`src/rtl/uart_rx_pkg.sv`:
```
// Shared FSM encoding and prescale constants for the UART receive controller.
package uart_rx_pkg;

  localparam int unsigned EDGE_W = 6;

  typedef enum logic [2:0] {
    ST_IDLE,
    ST_START,
    ST_DATA,
    ST_PARITY,
    ST_STOP,
    ST_DONE
  } rx_state_e;

  localparam logic [EDGE_W-1:0] PRESCALE_2  = 6'd2;
  localparam logic [EDGE_W-1:0] PRESCALE_4  = 6'd4;
  localparam logic [EDGE_W-1:0] PRESCALE_8  = 6'd8;
  localparam logic [EDGE_W-1:0] PRESCALE_16 = 6'd16;
  localparam logic [EDGE_W-1:0] PRESCALE_32 = 6'd32;

  function automatic logic prescale_ok(input logic [EDGE_W-1:0] p);
    return p inside {PRESCALE_2, PRESCALE_4, PRESCALE_8, PRESCALE_16, PRESCALE_32};
  endfunction

  // States that occupy a full oversampled bit period on the line.
  function automatic logic in_bit_state(input rx_state_e s);
    return s inside {ST_START, ST_DATA, ST_PARITY, ST_STOP};
  endfunction

endpackage

```
`src/rtl/uart_rx_edge_bit_cnt.sv`:
```
// Oversample edge counter and data-bit counter for the UART receive controller.
module uart_rx_edge_bit_cnt
  import uart_rx_pkg::*;
#(
  parameter int unsigned DATA_WIDTH = 8,
  parameter int unsigned BCW        = (DATA_WIDTH > 1) ? $clog2(DATA_WIDTH) : 1
) (
  input  logic              clk,
  input  logic              rst_n,
  input  logic              cnt_en,
  input  logic              bit_en,
  input  logic [EDGE_W-1:0] prescale,
  output logic [EDGE_W-1:0] edge_cnt,
  output logic              edge_last,
  output logic [BCW-1:0]    bit_cnt,
  output logic              bit_last
);

  logic [EDGE_W-1:0] edge_cnt_q, edge_cnt_d;
  logic [BCW-1:0]    bit_cnt_q, bit_cnt_d;

  always_comb begin
    edge_last  = (edge_cnt_q == prescale - 6'd1);
    bit_last   = (bit_cnt_q == BCW'(DATA_WIDTH - 1));
    edge_cnt_d = '0;
    if (cnt_en && !edge_last) begin
      edge_cnt_d = edge_cnt_q + 6'd1;
    end
    bit_cnt_d = '0;
    if (bit_en) begin
      bit_cnt_d = bit_cnt_q;
      if (edge_last) begin
        bit_cnt_d = bit_last ? '0 : bit_cnt_q + BCW'(1);
      end
    end
  end

  always_ff @(posedge clk or negedge rst_n) begin
    if (!rst_n) begin
      edge_cnt_q <= '0;
      bit_cnt_q  <= '0;
    end else begin
      edge_cnt_q <= edge_cnt_d;
      bit_cnt_q  <= bit_cnt_d;
    end
  end

  assign edge_cnt = edge_cnt_q;
  assign bit_cnt  = bit_cnt_q;

endmodule

```
`src/rtl/uart_rx_ctrl.sv`:
```
// UART receive frame controller: start/data/parity/stop sequencing with registered result pulses.
// Parity support is compiled in only when UART_RX_PARITY_EN is defined.
module uart_rx_ctrl
  import uart_rx_pkg::*;
#(
  parameter int unsigned DATA_WIDTH = 8
) (
  input  logic                  CLK,
  input  logic                  RST,
  input  logic                  RX_IN,
  input  logic [EDGE_W-1:0]     prescale,
  input  logic                  PAR_EN,
  input  logic                  PAR_TYP,
  input  logic                  sampled_bit,
  output logic                  dat_samp_en,
  output logic [EDGE_W-1:0]     edge_cnt,
  output logic [DATA_WIDTH-1:0] P_DATA,
  output logic                  data_valid,
  output logic                  par_err,
  output logic                  stp_err
);

  localparam int unsigned BCW = (DATA_WIDTH > 1) ? $clog2(DATA_WIDTH) : 1;

  rx_state_e             state_q, state_d;
  rx_state_e             done_st_q, done_st_d;
  logic                  done_q, done_d;
  logic [DATA_WIDTH-1:0] shift_q, shift_d;
  logic [DATA_WIDTH-1:0] p_data_q, p_data_d;
  logic                  data_valid_q, data_valid_d;
  logic                  par_err_q, par_err_d;
  logic                  stp_err_q, stp_err_d;
  logic                  par_pend_q, par_pend_d;
  logic                  samp_en_q, samp_en_d;
  logic                  cnt_en, bit_en, edge_last, bit_last, par_on;
  logic [BCW-1:0]        bit_cnt;

`ifdef UART_RX_PARITY_EN
  assign par_on = PAR_EN;
`else
  logic unused_par;
  assign par_on     = 1'b0;
  assign unused_par = PAR_EN ^ PAR_TYP;
`endif

  always_comb begin
    state_d      = state_q;
    shift_d      = shift_q;
    p_data_d     = p_data_q;
    par_pend_d   = par_pend_q;
    data_valid_d = 1'b0;
    par_err_d    = 1'b0;
    stp_err_d    = 1'b0;

    unique case (state_q)
      ST_IDLE: begin
        if (!RX_IN && prescale_ok(prescale)) begin
          state_d    = ST_START;
          par_pend_d = 1'b0;
        end
      end
      ST_START:  if (edge_last) state_d = ST_DATA;
      ST_DATA:   if (edge_last && bit_last) state_d = par_on ? ST_PARITY : ST_STOP;
      ST_PARITY: if (edge_last) state_d = ST_STOP;
      ST_STOP:   if (edge_last) state_d = ST_DONE;
      ST_DONE:   state_d = ST_IDLE;
      default:   state_d = ST_IDLE;
    endcase

    // The sampler's vote for a bit lands one cycle after that bit ends, so
    // each bit is acted on here, keyed by the state it was received in.
    if (done_q) begin
      case (done_st_q)
        ST_START: if (sampled_bit) state_d = ST_IDLE;
        ST_DATA:  shift_d = (shift_q >> 1) | (DATA_WIDTH'(sampled_bit) << (DATA_WIDTH - 1));
`ifdef UART_RX_PARITY_EN
        ST_PARITY: par_pend_d = sampled_bit ^ (^shift_q) ^ PAR_TYP;
`endif
        ST_STOP: begin
          stp_err_d    = !sampled_bit;
          par_err_d    = par_pend_q;
          data_valid_d = sampled_bit && !par_pend_q;
          if (data_valid_d) p_data_d = shift_q;
        end
        default: ;
      endcase
    end

    done_d    = in_bit_state(state_q) && edge_last;
    done_st_d = state_q;
    cnt_en    = in_bit_state(state_q) && in_bit_state(state_d);
    bit_en    = (state_q == ST_DATA) && (state_d == ST_DATA);
    samp_en_d = in_bit_state(state_d);
  end

  always_ff @(posedge CLK or negedge RST) begin
    if (!RST) begin
      state_q      <= ST_IDLE;
      done_st_q    <= ST_IDLE;
      done_q       <= 1'b0;
      shift_q      <= '0;
      p_data_q     <= '0;
      data_valid_q <= 1'b0;
      par_err_q    <= 1'b0;
      stp_err_q    <= 1'b0;
      par_pend_q   <= 1'b0;
      samp_en_q    <= 1'b0;
    end else begin
      state_q      <= state_d;
      done_st_q    <= done_st_d;
      done_q       <= done_d;
      shift_q      <= shift_d;
      p_data_q     <= p_data_d;
      data_valid_q <= data_valid_d;
      par_err_q    <= par_err_d;
      stp_err_q    <= stp_err_d;
      par_pend_q   <= par_pend_d;
      samp_en_q    <= samp_en_d;
    end
  end

  uart_rx_edge_bit_cnt #(
    .DATA_WIDTH(DATA_WIDTH),
    .BCW       (BCW)
  ) u_cnt (
    .clk      (CLK),
    .rst_n    (RST),
    .cnt_en   (cnt_en),
    .bit_en   (bit_en),
    .prescale (prescale),
    .edge_cnt (edge_cnt),
    .edge_last(edge_last),
    .bit_cnt  (bit_cnt),
    .bit_last (bit_last)
  );

  assign dat_samp_en = samp_en_q;
  assign P_DATA      = p_data_q;
  assign data_valid  = data_valid_q;
  assign par_err     = par_err_q;
  assign stp_err     = stp_err_q;

endmodule

```
`config.mk`:
```
export PLATFORM = sky130hd
export DESIGN_NAME = uart_rx_ctrl
export DESIGN_NICKNAME = d
export VERILOG_FILES = /design/src/rtl/uart_rx_pkg.sv /design/src/rtl/uart_rx_edge_bit_cnt.sv /design/src/rtl/uart_rx_ctrl.sv
export SDC_FILE = /design/constraint.sdc
export NUM_CORES = 1
export LEC_CHECK = 0
export ABC_CLOCK_PERIOD_IN_PS = 1600
export BUFFER_PORTS_ARGS = -buffer_cell sky130_fd_sc_hd__buf_2
export CAP_MARGIN = 0
export CORE_MARGIN = 4
export CORE_UTILIZATION = 49
export DETAILED_ROUTE_END_ITERATION = 6
export PLACE_DENSITY = 0.85
export SYNTH_ARGS = -nofsm -noshare
export SYNTH_HDL_FRONTEND = slang
export SYNTH_SLANG_ARGS = --single-unit
```
`constraint.sdc`:
```
create_clock -name CLK -period 1.6 [get_ports CLK]
set_input_delay 0.08 -clock CLK [delete_from_list [all_inputs] [get_ports CLK]]
set_output_delay 0.08 -clock CLK [all_outputs]
set_load 0.02 [all_outputs]
```
==> flow_metrics.tcl, run 1 <==
set metrics [dict create \
    status "complete, but fails checks" \
    violations "setup timing" \
    worstPathMaxFanout 5 \
    drtIter0Drc 48 \
    fmax_ghz 0.580 \
    root_buffer "clkbuf_4" \
    drive_gt1_frac 0.361 \
    via_per_inst 5.26 \
    synth_cells 163 \
    worst_clock_skew_ps 17.1 \
    area_growth_pct 25.4 \
    core.rowCount 21 \
    port_buffers 26 \
    h-tree-depth 2 \
    rsz0062_at_grt "yes" \
    start_util 0.513 \
    cts_buffer_depth 2 \
    grt.overflow.total 0 \
    ir_worst_vdd_mv 0.634 \
    fin_crit_sh 1.08 \
    synthesis.area_um2 1730 \
    dp_slack_ps -250 \
    maxSlewViolCount 0 \
    hpwlAfterDp_um 2610 \
    num_vias 1379 \
    yosys.cell_types.count 39 \
    final_core_util 0.644 \
    nNetsFinal 232 \
    path_class "reg2reg" \
    synth_ff_type "dfrtp_1" \
    final_area_um2 2160 \
    hold_depth 3 \
    place.gp.congestion 0.822 \
    grt_pass1_wl_um 6130 \
    setup_slack_ps -125 \
    die_area_um2 4540 \
    dr.pass1.iters 4 \
    r2r_slack_ps -120 \
    cts_buffers 5 \
    die_h_um 67.4 \
    path_clk_slew_ps 100 \
    clk_latency_ps 340 \
    finalCriticalPeriod_ps 1720 \
    antenna_left 0 \
    cp.arrival_ps 1980 \
    holdPathEnd "dat_samp_en" \
    async_flop_share 1.00 \
    die_width_um 67.4 \
    total_leakage_power_nw 1.10 \
    pin_count 30 \
    cts_num_sinks 35 \
    r2r_end "u_cnt.bit_cnt[0]" \
    reg2reg_from "u_cnt.edge_cnt[4]" \
    worstSetupStartpointType "register" \
    diodes 0 \
    critPathRequiredTime_ps 1850 \
    cts_tree "yes" \
    wl_um 3480 \
    core_um2 3360 \
    grt_max_degree 36 \
    hold_class "in2reg" \
    reg2regPathDepth 5 \
    place_area_um2 2040 \
    grt_pass1_vias 1410 \
    yosysWarnings 0 \
    finalHoldViolCount 0 \
    power.density_nw_per_um2 1010 \
    synth_area_per_cell_um2 10.6 \
    hold_slack_ps 64.5 \
    ys_seq_area_frac 0.507 \
    ys_ff_latch 35 \
    antenna_found_initial 0 \
    grt_use_total 0.180 \
    post_drt_wl_per_cell_um 13.3 \
    synth-edff-count 0 \
    hold_start "RX_IN" \
    drc_errors 0 \
    drv_cap 0 \
    cp-end-kind "register" \
    syn_nets 180 \
    setup_viol 12 \
]
[synthesized netlist by cell type, types with 2 or more instances]
master	instances	area, um2
nand3b_1	3	22.5
dfrtp_1	35	876
nand2_1	29	109
ha_1	5	62.6
mux2_2	9	101
clkbuf_1	3	11.3
nand3_1	3	15.0
inv_1	3	11.3
o21ai_0	8	40.0
xor2_1	5	43.8
nor2b_1	2	12.5
nand4b_1	3	26.3
nor3b_1	2	15.0
nor2_1	10	37.5
nor3_1	4	20.0
a21oi_1	3	15.0
nor4_1	7	43.8
or4b_2	2	20.0
xnor2_1	6	52.6
buf_4	2	15.0
[kinds of logic after synthesis]
| family | Yosys count | share of synthesized area |
|---|---|---|
| buffers and inverters | 9 | 0.0239 |
| and+or+nand+nor | 73 | 0.233 |
| xor gates and xnor gates | 11 | 0.0558 |
| muxes | 10 | 0.0645 |
| AOI/OAI and AO/OA | 19 | 0.0775 |
| other | 1 | 0.00217 |
| adders and majority gates | 5 | 0.0362 |
| DFF | 35 | 0.507 |
[worst max-delay path by stage]
stage,endpoint,cells after the start,from,slack (ps)
floorplan,u_cnt.bit_cnt[0],5,u_cnt.edge_cnt[4],-110
global placement,u_cnt.edge_cnt[0],8,prescale[0],-140
detailed placement,u_cnt.edge_cnt[3],8,prescale[0],-250
CTS,u_cnt.bit_cnt[0],5,u_cnt.edge_cnt[2],-90
global route,u_cnt.bit_cnt[0],5,u_cnt.edge_cnt[4],-180
finish,u_cnt.bit_cnt[0],5,u_cnt.edge_cnt[4],-120
[placed cells by master, fill, tap and decap left out, types with 2 or more instances in the layout]
| master | synthesis | routed |
|---|---|---|
| inv_1 | 3 | 3 |
| mux2_2 | 9 | 9 |
| o21ai_0 | 8 | 7 |
| nor3_1 | 4 | 3 |
| nor2_1 | 10 | 10 |
| nor3b_1 | 2 | 2 |
| buf_2 | 0 | 26 |
| nor2b_1 | 2 | 2 |
| nand3_1 | 3 | 3 |
| ha_1 | 5 | 5 |
| clkbuf_4 | 0 | 5 |
| nand4b_1 | 3 | 3 |
| xor2_1 | 5 | 4 |
| a21oi_1 | 3 | 2 |
| buf_4 | 2 | 22 |
| nor4_1 | 7 | 7 |
| dfrtp_1 | 35 | 33 |
| xnor2_1 | 6 | 6 |
| nand3b_1 | 3 | 3 |
| dlygate4sd3_1 | 0 | 2 |
| dfrtp_2 | 0 | 2 |
| nand2_1 | 29 | 28 |
| clkinv_2 | 0 | 2 |
[per-layer routing]
| metal | vias up | GRT usage | wire length (um) |
|---|---|---|---|
| met5 | - | 0 | 0 |
| met4 | 0 | 0.0532 | 41 |
| met3 | 3 | 0.0499 | 175 |
| met2 | 34 | 0.330 | 1790 |
| met1 | 663 | 0.202 | 1470 |
| li1 | 679 | - | - |
[final cells by class]
type	instances	area, um2
multi-input cells	119	837
flip-flops and latches	35	878
fillers	312	1200
well taps	46	57.6
inverters	4	16.3
clock inverters	1	5.00
clock buffers	7	55.1
repair buffers	50	315
[timing repair]
action,CTS,global route
pin swaps,4,3
resized for setup,1,5
buffers inserted,3,0
setup endpoints to repair,10,21
hold buffers,2,0
hold endpoints to repair,36,0
cloned,0,0
[power by group]
group / total, mW / internal, mW / switching (mW)
clock network: 0.489 / 0.213 / 0.276
logic: 0.662 / 0.293 / 0.369
registers: 1.04 / 0.975 / 0.0657
[registers in the layout (all words and copies together) (netlist names)]
name and count:
stp_err 1, u_cnt.bit_cnt 3, data_valid 1, u_cnt.edge_cnt 6, done_st_q 3, done_q 1
shift_q 8, done_st_d 3, P_DATA 8, dat_samp_en 1
[worst max-delay path, stage by stage, from the launching register on]
cell	delay [ps]
dfrtp_2	440
xor2_2	160
a211oi_2	290
nand4_2	190
or4_1	450
a21oi_2	130
[per-stage QoR]
| step | cells | total power [mW] | setup TNS (ps) |
|---|---|---|---|
| floorplan | 163 | 1.44 | -382 |
| global placement | 249 | 1.67 | -1150 |
| detailed placement | 249 | 1.69 | -2000 |
| CTS | 262 | 2.20 | -292 |
| global route | 262 | 2.34 | -1630 |
| finish | 262 | 2.19 | -674 |
Power figures use the tool's default switching activity.
==> run 2, diff against run 1 <==
- CTS_CLUSTER_DIAMETER: unset -> 120
- SYNTH_HIERARCHICAL: unset -> 1
==> flow_metrics.tcl, run 2 <==
set metrics [dict create \
    via_per_inst 5.20 \
    place_area_um2 2090 \
    grt.overflow.total 0 \
    p_int_mw 1.84 \
    hold_slack_ps 275 \
    worstPathMaxFanout 4 \
    grt_use_total 0.185 \
    final_core_util 0.708 \
    core_um2 3360 \
    r2r_slack_ps -410 \
    crit_path_cell_trace "buf_4 > a21oi_1 > o31a_1 > nor4_4 > buf_4 > nand2_2 > and4b_2 > or3b_4 > mux2i_1" \
    final.setup.tns_ps -3300 \
    cts_buffer_depth 2 \
    synth_area_per_cell_um2 11.7 \
    drtIter0Drc 64 \
    nNetsFinal 229 \
    cts_tree "yes" \
    critPathRequiredTime_ps 1870 \
    worst_slew_pin_slew_ps 748 \
    h-tree-depth 2 \
    maxSlewViolCount 0 \
    crit_end "u_cnt/bit_cnt[0]" \
    drv_cap 0 \
    yosysTopAreaCell "dfrtp_1" \
    start_util 0.509 \
    setup_slack_ps -410 \
    antenna_left 0 \
    die_area_um2 4500 \
    yosysMostFrequentCell "dfrtp_1" \
    layout_common_cells "dfrtp_1 (33), buf_4 (30), buf_2 (26)" \
    cts_buffers 5 \
    synth-edff-count 0 \
    fin_crit_sh 1.26 \
    placedCellCount 242 \
    net-switching-power_uw 777 \
    pin_count 30 \
    rsz0062_at_grt "yes" \
    final_cells 260 \
    antenna_found_initial 0 \
    hold_depth 4 \
    worst_clock_skew_ps 9.41 \
    wl_um 3740 \
    synth_area_leaders "dfrtp_1 (51%), mux2_2 (11%), xnor2_1 (3.1%)" \
    reg2reg_from "u_cnt/edge_cnt[2]" \
    dr.pass1.iters 4 \
    die_h_um 67.1 \
    cp.arrival_ps 2280 \
    synth_top_area_frac 0.512 \
    path_class "reg2reg" \
    ir_worst_vdd_mv 0.622 \
    final_common_cell "dfrtp_1" \
    startpoint "u_cnt/edge_cnt[2]" \
    path_clk_slew_ps 110 \
    grt_pass1_wl_um 6150 \
    fmax_ghz 0.497 \
    combPwrFrac 0.284 \
    hpwlAfterDp_um 2660 \
    async_flop_share 1.00 \
    cp-end-kind "register" \
    p_clk_frac 0.305 \
    hold_class "in2reg" \
    setup_viol 14 \
    synth_ff_type "dfrtp_1" \
    area_growth_pct 39.0 \
    yosysWarnings 6 \
    final_area_um2 2380 \
    cts_num_sinks 35 \
    yosys.cell_types.count 36 \
    grt_max_degree 36 \
    seqPwrFrac 0.411 \
    clk_latency_ps 350 \
    max_slew_margin 0.502 \
    drc_errors 0 \
    cpMostUsedCell "buf_4" \
    drive_gt1_frac 0.523 \
    diodes 0 \
    power.density_nw_per_um2 1100 \
    port_buffers 26 \
    syn_nets 162 \
    num_vias 1353 \
    post_drt_wl_per_cell_um 14.4 \
    place.gp.congestion 0.819 \
    synth_cells 146 \
    synthesis.area_um2 1710 \
    ys_seq_area_frac 0.512 \
    r2r_end "u_cnt/bit_cnt[0]" \
    total_leakage_power_nw 1.21 \
    root_buffer "clkbuf_4" \
    swShare 0.297 \
    violations "setup timing" \
    finalHoldViolCount 0 \
    ys_ff_latch 35 \
    finalCriticalPeriod_ps 2010 \
    p_total_mw 2.62 \
    max_stage_delay_ps 430 \
    die_width_um 67.1 \
    core.rowCount 21 \
    status "complete, but fails checks" \
    grt_pass1_vias 1393 \
    reg2regPathDepth 9 \
    worstSetupStartpointType "register" \
    final.fill_count 268 \
    crit_slowest_cell "dfrtp_2" \
    synthTopCellsByCount "dfrtp_1 (35), mux2_2 (16), nor2_1 (13)" \
    dp_slack_ps -653 \
]
## run 2: changes by cell type after synthesis, sizes merged, moves of 3 or more
cell / previous run / this run
nor4: 7 / 2
o21ai: 8 / 4
clkbuf: 3 / 0
mux2: 9 / 16
mux2i: 1 / 4
nor3b: 2 / 7
nor2: 10 / 13
nand4b: 3 / 0
nand2: 29 / 11
nand2b: 0 / 3
## run 2: worst min-delay path by stage
| stage | slack (ps) | from | to |
|---|---|---|---|
| after global placement | 170 | RST | P_DATA[7] |
| after CTS | 260 | sampled_bit | done_st_d[2] |
| after floorplan | -220 | RST | P_DATA[0] |
| after detailed placement | 190 | RST | shift_q[7] |
| after global routing | 280 | sampled_bit | done_st_d[2] |
| final | 280 | sampled_bit | done_st_d[2] |
## run 2: layout make-up
cell class / instances / area, um2 / area share
inverters: 3 / 13.8 / 0.00578
well taps: 46 / 57.6 / 0.0242
multi-input cells: 105 / 893 / 0.375
clock buffers: 5 / 37.5 / 0.0158
flip-flops and latches: 35 / 878 / 0.369
repair buffers: 63 / 432 / 0.181
clock inverters: 3 / 67.6 / 0.0284
## run 2: cell families (layout without fill, tap and decap cells)
group / after synthesis / after routing / share of synthesized area
adder cells (fa/ha/maj): 4 / 4 / 0.0292
AND/OR/NAND/NOR: 55 / 55 / 0.197
XOR/XNOR: 12 / 12 / 0.0614
other: 1 / 1 / 0.00219
buffers and inverters: 6 / 74 / 0.0168
flip-flops: 35 / 35 / 0.512
multiplexers: 20 / 20 / 0.129
AO/OA/AOI/OAI: 13 / 13 / 0.0534
## run 2: what timing repair did
item | 4_1_cts | 5_1_grt
resized for setup | 18 | 13
hold endpoints to repair | 36 | 0
hold buffers | 2 | 0
setup endpoints to repair | 14 | 22
cloned | 0 | 0
pin swaps | 11 | 9
setup buffers | 7 | 4
## run 2: worst max-delay path, delay by kind of cell (launching register included)
family | cells | cell delay [ps]
AOI/OAI and AO/OA | 2 | 320
buffers and inverters | 2 | 290
DFF | 1 | 430
muxes | 1 | 140
and+or+nand+nor | 4 | 750
## run 2: layer usage
metal / routed length, um / global-route usage
met5: 0 / 0
met2: 2020 / 0.336
met1: 1480 / 0.201
met3: 160 / 0.0455
met4: 78 / 0.0810
## run 2: power by group through the flow
stage / Clock, mW / Sequential (mW) / Combinational, mW
final: 0.798 / 1.08 / 0.742
after global routing: 0.854 / 1.09 / 0.798
after CTS: 0.815 / 1.06 / 0.708
after detailed placement: 0 / 1.08 / 0.596
after global placement: 0 / 1.07 / 0.565
after floorplan: 0 / 1.13 / 0.277
